[src/rtl/decoder_pkg.sv]
// Shared widths, sequencer state encoding and the code-to-strobe mapping
// for the sequenced 4-to-16 decoder.
package decoder_pkg;

    localparam int unsigned CODE_W = 4;
    localparam int unsigned OUT_W  = 16;

    typedef enum logic [1:0] {
        ST_IDLE = 2'd0,
        ST_HOLD = 2'd1,
        ST_GAP  = 2'd2
    } state_t;

    function automatic logic [OUT_W-1:0] one_hot(input logic [CODE_W-1:0] code);
        return OUT_W'(1) << code;
    endfunction

endpackage

[src/rtl/seq_decoder4to16_if.sv]
// Code-producer side of the decoder: code/valid/ready handshake plus the
// dwell that travels with each loaded code.
interface seq_decoder4to16_if #(
    parameter int unsigned DWELL_W = 8
);
    import decoder_pkg::*;

    logic [CODE_W-1:0]  code_in;
    logic               code_valid;
    logic               code_ready;
    logic [DWELL_W-1:0] dwell;

    modport master (output code_in, output code_valid, output dwell, input code_ready);
    modport slave  (input code_in, input code_valid, input dwell, output code_ready);

endinterface

[src/rtl/seq_decoder4to16_code_fifo.sv]
// Synchronous FIFO holding pending codes; not_full is registered so that a
// pop in a full cycle cannot open the input in that same cycle.
module code_fifo #(
    parameter int unsigned DEPTH = 4,
    parameter int unsigned WIDTH = 4
) (
    input  logic             clk,
    input  logic             rst_n,
    input  logic             push,
    input  logic [WIDTH-1:0] push_data,
    input  logic             pop,
    output logic [WIDTH-1:0] head_c,
    output logic             empty,
    output logic             not_full,
    output logic             empty_nxt_c
);
    localparam int unsigned PTR_W = (DEPTH > 1) ? $clog2(DEPTH) : 1;
    localparam int unsigned CNT_W = PTR_W + 1;

    logic [WIDTH-1:0] mem [DEPTH];
    logic [PTR_W-1:0] wr_ptr;
    logic [PTR_W-1:0] rd_ptr;
    logic [CNT_W-1:0] count;
    logic [CNT_W-1:0] count_nxt;
    logic             do_push;
    logic             do_pop;

    assign do_push     = push && not_full;
    assign do_pop      = pop && !empty;
    assign count_nxt   = count + CNT_W'(do_push) - CNT_W'(do_pop);
    assign empty_nxt_c = (count_nxt == '0);
    assign head_c      = mem[rd_ptr];

    // Pointers wrap naturally because DEPTH is a power of two.
    always_ff @(posedge clk) begin
        if (!rst_n) begin
            wr_ptr   <= '0;
            rd_ptr   <= '0;
            count    <= '0;
            empty    <= 1'b1;
            not_full <= 1'b0;
        end else begin
            if (do_push) wr_ptr <= wr_ptr + PTR_W'(1);
            if (do_pop)  rd_ptr <= rd_ptr + PTR_W'(1);
            count    <= count_nxt;
            empty    <= (count_nxt == '0);
            not_full <= (count_nxt != CNT_W'(DEPTH));
        end
    end

    always_ff @(posedge clk) begin
        if (do_push) mem[wr_ptr] <= push_data;
    end

endmodule

[src/rtl/seq_decoder4to16.sv]
// Buffers 4-bit codes and plays each one out as a registered one-hot strobe
// for a programmable dwell, separated by one idle (done) cycle.
module seq_decoder4to16
    import decoder_pkg::*;
#(
    parameter int unsigned DEPTH   = 4,
    parameter int unsigned DWELL_W = 8
) (
    input  logic                 clk,
    input  logic                 rst_n,
    input  logic                 enable,
    seq_decoder4to16_if.slave    bus,
    output logic [OUT_W-1:0]     decoder_out,
    output logic                 done_pulse,
    output logic                 busy
);
    state_t              state;
    state_t              state_nxt;
    logic [DWELL_W-1:0]  cnt;
    logic [DWELL_W-1:0]  cnt_nxt;
    logic [DWELL_W-1:0]  load_cnt;
    logic [CODE_W-1:0]   code_q;
    logic [CODE_W-1:0]   code_nxt;
    logic [CODE_W-1:0]   head;
    logic [OUT_W-1:0]    out_nxt;
    logic                done_nxt;
    logic                busy_nxt;
    logic                pop;
    logic                empty;
    logic                empty_nxt;
    logic                ready;

    code_fifo #(
        .DEPTH (DEPTH),
        .WIDTH (CODE_W)
    ) u_fifo (
        .clk         (clk),
        .rst_n       (rst_n),
        .push        (bus.code_valid),
        .push_data   (bus.code_in),
        .pop         (pop),
        .head_c      (head),
        .empty       (empty),
        .not_full    (ready),
        .empty_nxt_c (empty_nxt)
    );

    assign bus.code_ready = ready;
    assign load_cnt       = (bus.dwell == '0) ? DWELL_W'(1) : bus.dwell;

    // Outputs trail the state by one register stage, giving the two-cycle load latency.
    always_comb begin
        state_nxt = state;
        cnt_nxt   = cnt;
        code_nxt  = code_q;
        pop       = 1'b0;
        out_nxt   = '0;
        done_nxt  = 1'b0;
        case (state)
            ST_IDLE: begin
                if (!empty) begin
                    pop       = 1'b1;
                    code_nxt  = head;
                    cnt_nxt   = load_cnt;
                    state_nxt = ST_HOLD;
                end
            end
            ST_HOLD: begin
                out_nxt = one_hot(code_q);
                if (cnt == DWELL_W'(1)) state_nxt = ST_GAP;
                else                    cnt_nxt   = cnt - DWELL_W'(1);
            end
            ST_GAP: begin
                done_nxt = 1'b1;
                if (!empty) begin
                    pop       = 1'b1;
                    code_nxt  = head;
                    cnt_nxt   = load_cnt;
                    state_nxt = ST_HOLD;
                end else begin
                    state_nxt = ST_IDLE;
                end
            end
            default: state_nxt = ST_IDLE;
        endcase
        // Disabling abandons any in-flight strobe silently; the FIFO is left intact.
        if (!enable) begin
            state_nxt = ST_IDLE;
            pop       = 1'b0;
            out_nxt   = '0;
            done_nxt  = 1'b0;
        end
        busy_nxt = !empty_nxt || (state_nxt != ST_IDLE);
    end

    always_ff @(posedge clk) begin
        if (!rst_n) begin
            state       <= ST_IDLE;
            cnt         <= '0;
            code_q      <= '0;
            decoder_out <= '0;
            done_pulse  <= 1'b0;
            busy        <= 1'b0;
        end else begin
            state       <= state_nxt;
            cnt         <= cnt_nxt;
            code_q      <= code_nxt;
            decoder_out <= out_nxt;
            done_pulse  <= done_nxt;
            busy        <= busy_nxt;
        end
    end

endmodule

[src/flat_wrapper.sv]
// flat-port wrapper written by rule: the top's interface ports become plain ports
module seq_decoder4to16_flat import decoder_pkg::*;
#(
    parameter int unsigned DEPTH   = 4,
    parameter int unsigned DWELL_W = 8
)
  (clk, rst_n, enable, decoder_out, done_pulse, busy, bus_code_in, bus_code_valid, bus_dwell, bus_code_ready);
  seq_decoder4to16_if #(.DWELL_W(DWELL_W)) bus_i ();
  input  logic clk;
  input  logic rst_n;
  input  logic enable;
  output logic [OUT_W-1:0] decoder_out;
  output logic done_pulse;
  output logic busy;
  input wire logic [$bits(bus_i.code_in)-1:0] bus_code_in;
  input wire logic [$bits(bus_i.code_valid)-1:0] bus_code_valid;
  input wire logic [$bits(bus_i.dwell)-1:0] bus_dwell;
  output wire logic [$bits(bus_i.code_ready)-1:0] bus_code_ready;
  assign bus_i.code_in = bus_code_in;
  assign bus_i.code_valid = bus_code_valid;
  assign bus_i.dwell = bus_dwell;
  assign bus_code_ready = bus_i.code_ready;
  seq_decoder4to16 #(.DEPTH(DEPTH), .DWELL_W(DWELL_W)) u_core (.clk(clk), .rst_n(rst_n), .enable(enable), .bus(bus_i), .decoder_out(decoder_out), .done_pulse(done_pulse), .busy(busy));
endmodule
[config.mk]
export PLATFORM = sky130hd
export DESIGN_NAME = seq_decoder4to16_flat
export DESIGN_NICKNAME = d
export VERILOG_FILES = /design/src/rtl/decoder_pkg.sv /design/src/rtl/seq_decoder4to16_if.sv /design/src/rtl/seq_decoder4to16_code_fifo.sv /design/src/rtl/seq_decoder4to16.sv /design/src/flat_wrapper.sv
export SDC_FILE = /design/constraint.sdc
export NUM_CORES = 1
export LEC_CHECK = 0
export ABC_AREA = 1
export BUFFER_PORTS_ARGS = -buffer_cell sky130_fd_sc_hd__buf_2
export CAP_MARGIN = 20
export CORE_UTILIZATION = 45
export DETAILED_ROUTE_END_ITERATION = 6
export PLACE_DENSITY = 0.75
export SYNTH_ARGS = -nofsm -noshare
export SYNTH_HDL_FRONTEND = slang
export SYNTH_HIERARCHICAL = 1
export SYNTH_SLANG_ARGS = --single-unit
[constraint.sdc]
create_clock -name clk -period 2.81 [get_ports clk]
set_clock_uncertainty 0.15 [all_clocks]
set_input_delay 0.281 -clock clk [delete_from_list [all_inputs] [get_ports clk]]
set_output_delay 0.281 -clock clk [all_outputs]
set_load 0.1 [all_outputs]
== Yosys cells after proc, flatten, opt, wreduce, memory -nomap -nowiden ==
Memory sizes are Yosys's and may differ from the RTL's. A register that Yosys moved wholly into a read port is not among the register bits.
Index checks and enable logic that the tools add are counted.
Cells by class
  $add $sub $neg: 5
  equal/unequal tests: 6
  shifts and indexed selects: 1
  muxes and demuxes: 15
  bitwise operators: 1
  reduce and logical (&&, ||, !) cells: 16
Operators by type and width (number)
  8-bit 2-to-1 mux: 3
  8-bit one-hot mux with 2 select lines: 1
  1-bit by 4-bit left shift with 16-bit output, first input constant: 1
  8-bit by 1-bit == test with 1-bit output, second input constant: 1
  8-bit zero test: 1
  8-bit by 1-bit subtractor with 8-bit output, second input constant: 1
  1-bit 2-to-1 mux: 7
  2-bit 2-to-1 mux: 3
  2-bit one-hot mux with 3 select lines: 1
  3-bit AND reduction: 2
  2-bit by 1-bit adder with 2-bit output, second input constant: 2
  2-bit != test, second input constant: 2
  2-bit AND reduction: 2
  2-bit nonzero test: 2
  3-bit by 1-bit adder with 3-bit output: 1
  1-bit zero test: 3
  3-bit zero test: 1
  3-bit != test, second input constant: 1
  3-bit by 1-bit subtractor with 3-bit output: 1
  2-bit by 1-bit == test with 1-bit output, second input constant: 1
  2-bit == test, second input constant: 1
  1-bit logical AND: 2
  2-bit zero test: 1
  2-bit OR reduction: 1
  other kinds (2): 2
Storage, ports and cells
  register bits after elaboration: 37
  bits in writable memories: 16
  bits of input ports: 16
  output and inout port bits: 19
  logic and storage cells: 55
  memories kept: 1
Memory list
  u_core.u_fifo.mem: depth 4, bits a word 4, read ports 1, clocked after memory_dff 1, write ports 1, line seq_decoder4to16_code_fifo.sv:20  | logic [WIDTH-1:0] mem [DEPTH];

== Logic depth before layout (Yosys ltp) ==
  depth in word-level cells: 9
  gate-level depth with buffers: 19

== Cells and area by module ==
The synthesis kept the hierarchy.
Modules (own cells, without submodules)
  seq_decoder4to16: times used 1, cells an instance 165, area an instance 1271.2 sq um
  code_fifo: times used 1, cells an instance 108, area an instance 1132.3 sq um

== Least setup slack after synthesis ==
Ideal clock, no wire load.
  path type: reg2reg
  start: reg u_core.u_fifo.not_full
  end: reg u_core.busy
  library setup time: 123 ps
  data arrival time: 2638 ps
  required time: 2537 ps
  slack: -101 ps
  stages on the path, launching flop included: 14
  buffers on the path: 0
  clock period less this slack: 2911 ps
  path through: dfxtp_1 > nand2_2 > ha_1 > inv_1 > ha_1 > inv_1 > fa_1 > inv_1 > nor2_1 > nand2_1 > inv_1 > nor2_1 > nor2_1 > o21ai_0
Between the ends
  cells in the longest elaborated chain, start to end: 6
RTL lines
  from (decl): line seq_decoder4to16_code_fifo.sv:14  | output logic not_full,
  from (signal assigned): line seq_decoder4to16_code_fifo.sv:47  | not_full <= (count_nxt != CNT_W'(DEPTH));
  1-bit logical AND: line seq_decoder4to16_code_fifo.sv:28  | assign do_push = push && not_full;
  3-bit by 1-bit adder with 3-bit output: line seq_decoder4to16_code_fifo.sv:30  | assign count_nxt = count + CNT_W'(do_push) - CNT_W'(do_pop);
  3-bit by 1-bit subtractor with 3-bit output: line seq_decoder4to16_code_fifo.sv:30
  3-bit zero test: line seq_decoder4to16_code_fifo.sv:31  | assign empty_nxt_c = (count_nxt == '0);
  named net u_core.empty_nxt: line seq_decoder4to16.sv:30  | logic empty_nxt;
  1-bit zero test: line seq_decoder4to16.sv:93  | busy_nxt = !empty_nxt || (state_nxt != ST_IDLE);
  1-bit logical OR: line seq_decoder4to16.sv:93
  to (signal assigned): line seq_decoder4to16.sv:110  | busy <= busy_nxt;
  to (decl): line seq_decoder4to16.sv:15  | output logic busy
The timed path passes the listed nets, and every way through them passes these cells.
A chain may end at the register's enable or synchronous reset.

== Worst setup path after layout ==
  start: reg u_core.u_fifo.empty
  end: reg u_core.busy
Between the ends
  cells in the longest elaborated chain, start to end: 8
  elaborated cells between the ends (all ways): 14
  classes of those cells: 1 x add/sub; 7 x mux; 6 x reduce/logical
RTL lines
  from (decl): line seq_decoder4to16_code_fifo.sv:13  | output logic empty,
  from (signal assigned): line seq_decoder4to16_code_fifo.sv:46  | empty <= (count_nxt == '0);
  1-bit 2-to-1 mux: line seq_decoder4to16.sv:61, seq_decoder4to16.sv:75
  1-bit 2-to-1 mux
  1-bit 2-to-1 mux: line seq_decoder4to16.sv:87  | if (!enable) begin
  named net u_core.pop: line seq_decoder4to16.sv:28  | logic pop;
  1-bit logical AND: line seq_decoder4to16_code_fifo.sv:29  | assign do_pop = pop && !empty;
  named net u_core.u_fifo.do_pop: line seq_decoder4to16_code_fifo.sv:26  | logic do_pop;
  3-bit by 1-bit subtractor with 3-bit output: line seq_decoder4to16_code_fifo.sv:30
  3-bit zero test: line seq_decoder4to16_code_fifo.sv:31
  named net u_core.empty_nxt: line seq_decoder4to16.sv:30
  1-bit zero test: line seq_decoder4to16.sv:93
  1-bit logical OR: line seq_decoder4to16.sv:93
The timed path passes the listed nets, and every way through them passes these cells.

==> summary.md <==
The number of fill cells in the layout is 492. Final-report max-slew violation count: 0. The finished layout holds 393 standard cells, fillers aside. The initial utilization of the core area, before any placement, comes to 46.76%.

The total overflow left after global routing is 0. In the routed design, unresolved DRC markers number 0. The clock-pin slew on the worst setup and hold paths is 70 ps.

After synthesis the cells add up to 2404 µm². The share of final-layout standard cells stronger than drive strength 1 is 20.74%. Slew of the pin with the lowest slew margin: 491.4 ps. Compared with the post-synthesis result, the final layout area differs by 19.21%. Measured in cells, the most critical reg-to-reg path has a length of 17. The worst hold slack after final layout was 40.25 ps; the post-route core utilization was 55.74%. For this run, the number of Yosys warnings is 6. Most common flop cell mapped by yosys: dfxtp_1.

Yosys mapped a number of flops with a built-in enable equal to 16. Dividing the detail-routed wire length by the instance count gives 10.76 µm. The number of nets handed over by synthesis was 298.

The tools report the category of the worst setup path capture point as a flip-flop. Summed over all nets, the half-perimeter wirelength after detailed placement is 3096 µm. The first detailed-routing pass took 4 iterations. The die covers 5638 µm². The slowest library cell on the worst path is fa_1. The area share of the leading cell type in the synthesized netlist was 35.81%; the clock latency reported for the late side of the worst-skew pair was 330 ps. The number of global-route vias before repair was 1630; the synthesized area per cell was 8.804 µm². The worst-path maximum fanout works out to 3. The min-delay analysis places its worst path in the category in2reg. In this run the tightest slew margin relative to its limit is 67.47%.

Global routing used 17.27% of the available tracks. For the data required time of the critical path, the log shows 2870 ps. Using the TritonRoute via totals, the vias-per-cell ratio works out to 4.677. The post-placement setup slack was 248.1 ps.

The logs give 0 for the number of antenna cells inserted and 1838 for the via count. The largest incremental delay on the critical path is 500 ps. The worst-case setup margin in the final layout is 303.1 ps, and the worst-case clock buffer depth is 2. Dividing the final minimum period by the clock period gives 89.21%.

The flow ran to the end, and the final reports show no timing, DRC or antenna violations. The top achievable clock speed is 398.9 MHz, and the standard-cell row count is 26. The path with the worst hold slack has its endpoint at u_core/u_fifo/mem[1][3]$_DFFE_PP_. The largest total area in the synthesized netlist belongs to dfxtp_1. In this run the register-to-register setup slack is 300 ps. Setup repair after global routing left no endpoint under its margin. In this run the most critical hold path is launched from bus_code_in[3]. Yosys attributes the largest share of cell area to dfxtp_1 (36%), edfxtp_1 (20%), nor2_1 (8.0%), nand2_1 (4.8%), inv_1 (4.7%). Walking the worst path, the cells encountered are nor2_1, inv_2, nor2_1, inv_1, nor2_4, ha_1, inv_1, ha_1, inv_1, fa_1, inv_1, nor2_2, nand2_1, inv_1, nor2_1, nor2_1, o21ai_0. In this run the power density over the cells is 910.7 nW/µm². Wires add up to 4230 µm. The library cell appearing most often on the critical path was inv_1. The depth of the worst hold-timing path came out at 1. For the final hold violation count, the log shows 0. The count of nets after finishing is 344, and the setup-violating endpoint count in the final report is 0. Clock tree synthesis found a total of 59 sinks. The core region is 5140 µm². The number of DRC violations after detailed-routing iteration 0 was 101. TritonCTS built the clock tree. Subtracting the final worst setup slack from the clock period gives 2507 ps.

The worst register-to-register path begins at u_core/u_fifo/empty$_SDFF_PN1_. The CTS buffer count was 9; the synthesis-stage register bit count was 59. During I/O placement, the number of pins put on the boundary was 35. The master cell of the clock root buffer is clkbuf_8. STA classifies the critical path startpoint as a flip-flop. Entering global routing, the biggest net connects 19 pins.

The critical path is of the reg2reg type. In the layout the commonest cells are nor2_1 (50), dfxtp_1 (42), buf_2 (34). Reg-to-reg endpoint: u_core/busy$_SDFF_PN0_. The distinct cell type count of the synthesized netlist was 30; the maximum VDD drop was 0.0004755 V.

Number of instances in the placed design: 374. The number of antenna violations at the first check in global routing is 0, and the number of H-tree branching levels is 3. Data on the critical path arrives at its endpoint at 2570 ps. The die height was 75.09 µm. Counting flops with an async set or reset pin after synthesis yields a share of 0%. The run gives 1.240 nW as the cell leakage power. The library cell used most frequently in the layout, excluding fill and tap cells, is nor2_1.

Sequential cells were found to cover 55.80% of the synthesized design area. The tool flagged a number of max-cap violations equal to 0. After technology mapping, the gate count stands at 273.

The critical path starts at u_core/u_fifo/empty$_SDFF_PN1_. The port buffer count was 34. For the sum of negative setup slack, the log shows 0 ps. The run gives 0 as the residual antenna-violating net count after detailed routing. From left edge to right edge, the die measures 75.09 µm.

The routability congestion estimate from global placement is 0.8780. The first global-routing pass estimated 7003 µm of wire.
cells in the mapped netlist, types with 3 or more instances:
| library cell | count |
|---|---|
| nor2_1 | 51 |
| o21ai_1 | 6 |
| edfxtp_1 | 16 |
| nor3_1 | 3 |
| inv_1 | 30 |
| dfxtp_1 | 43 |
| a21oi_1 | 12 |
| ha_1 | 8 |
| inv_2 | 3 |
| o22ai_1 | 4 |
| o21ai_0 | 21 |
| nand2_1 | 31 |
| nand3_1 | 19 |
| nand2_2 | 5 |
kinds of logic (layout without fill, tap and decap cells):
logic type | count (synthesis) | in the layout | share of synthesized area (%)
AO/OA/AOI/OAI | 44 | 44 | 9.526
XOR/XNOR | 2 | 2 | 0.7289
adder cells (fa/ha/maj) | 9 | 9 | 4.998
buffers and inverters | 40 | 90 | 7.079
flip-flops | 59 | 59 | 55.80
multiplexers | 1 | 1 | 0.4165
AND/OR/NAND/NOR | 118 | 118 | 21.45
per-stage QoR:
step                      power (mW)  area (µm²)
after global placement         1.856        2639
after CTS                      2.620        2855
after detailed placement       1.881        2639
after floorplan                1.736        2405
final                          2.609        2865
after global routing           2.793        2865
timing repair:
| item | CTS | global route |
|---|---|---|
| buffers inserted | 0 | 1 |
| resized for setup | 0 | 1 |
| hold buffers | 3 | 0 |
| setup endpoints to repair | 0 | 1 |
| endpoints found under the hold margin | 8 | 0 |
where the power goes:
part	internal (mW)	switching (mW)	leakage, nW
clock network	0.430	0.295	0.0897
logic	0.252	0.531	0.655
registers	1.00	0.100	0.496
total	1.68	0.926	1.24
area by class of cell:
type	count	area (µm²)	area share, %
sequential	59	1343	46.86
multi-input combinational	174	894.6	31.22
timing repair buffer	39	215.2	7.511
clock buffer	13	148.9	5.197
inverter	36	138.9	4.847
tap	70	87.58	3.057
clock inverter	2	37.54	1.310
critical path, delay by kind of cell, from the launching register on:
| family | cells | cell delay (ps) |
|---|---|---|
| and+or+nand+nor | 7 | 620 |
| DFF | 1 | 330 |
| adders and majority gates | 3 | 860 |
| buffers and inverters | 6 | 340 |
| AOI/OAI and AO/OA | 1 | 80 |
registers in the layout (all words and copies together), names as in the netlist, named ones only:
| register | flops |
|---|---|
| u_core/decoder_out | 16 |
| u_core/u_fifo/mem | 16 |
| u_core/cnt | 8 |
| u_core/code_q | 4 |
| u_core/u_fifo/count | 3 |
| u_core/state | 2 |
| u_core/u_fifo/rd_ptr | 2 |
| u_core/u_fifo/wr_ptr | 2 |
| u_core/busy | 1 |
| u_core/done_pulse | 1 |
| u_core/u_fifo/empty | 1 |
| u_core/u_fifo/not_full | 1 |
worst max path at each step:
stage | depth (start not counted) | to | slack, ps
2_1_floorplan | 13 | u_core/busy$_SDFF_PN0_ | 250
3_3_place_gp | 17 | u_core/busy$_SDFF_PN0_ | 330
3_5_place_dp | 17 | u_core/busy$_SDFF_PN0_ | 250
4_1_cts | 17 | u_core/busy$_SDFF_PN0_ | 230
5_1_grt | 17 | u_core/busy$_SDFF_PN0_ | 60
6_report | 17 | u_core/busy$_SDFF_PN0_ | 300
routing by layer:
layer / GRT usage, % / vias up / share of wire, %
li1: - / 976 / -
met4: 10.69 / 0 / 2.3
met1: 20.96 / 819 / 47
met5: 0 / - / 0
met2: 26.83 / 35 / 47
met3: 5.355 / 8 / 4.3
Note: power is estimated with default switching activity, not from simulation.
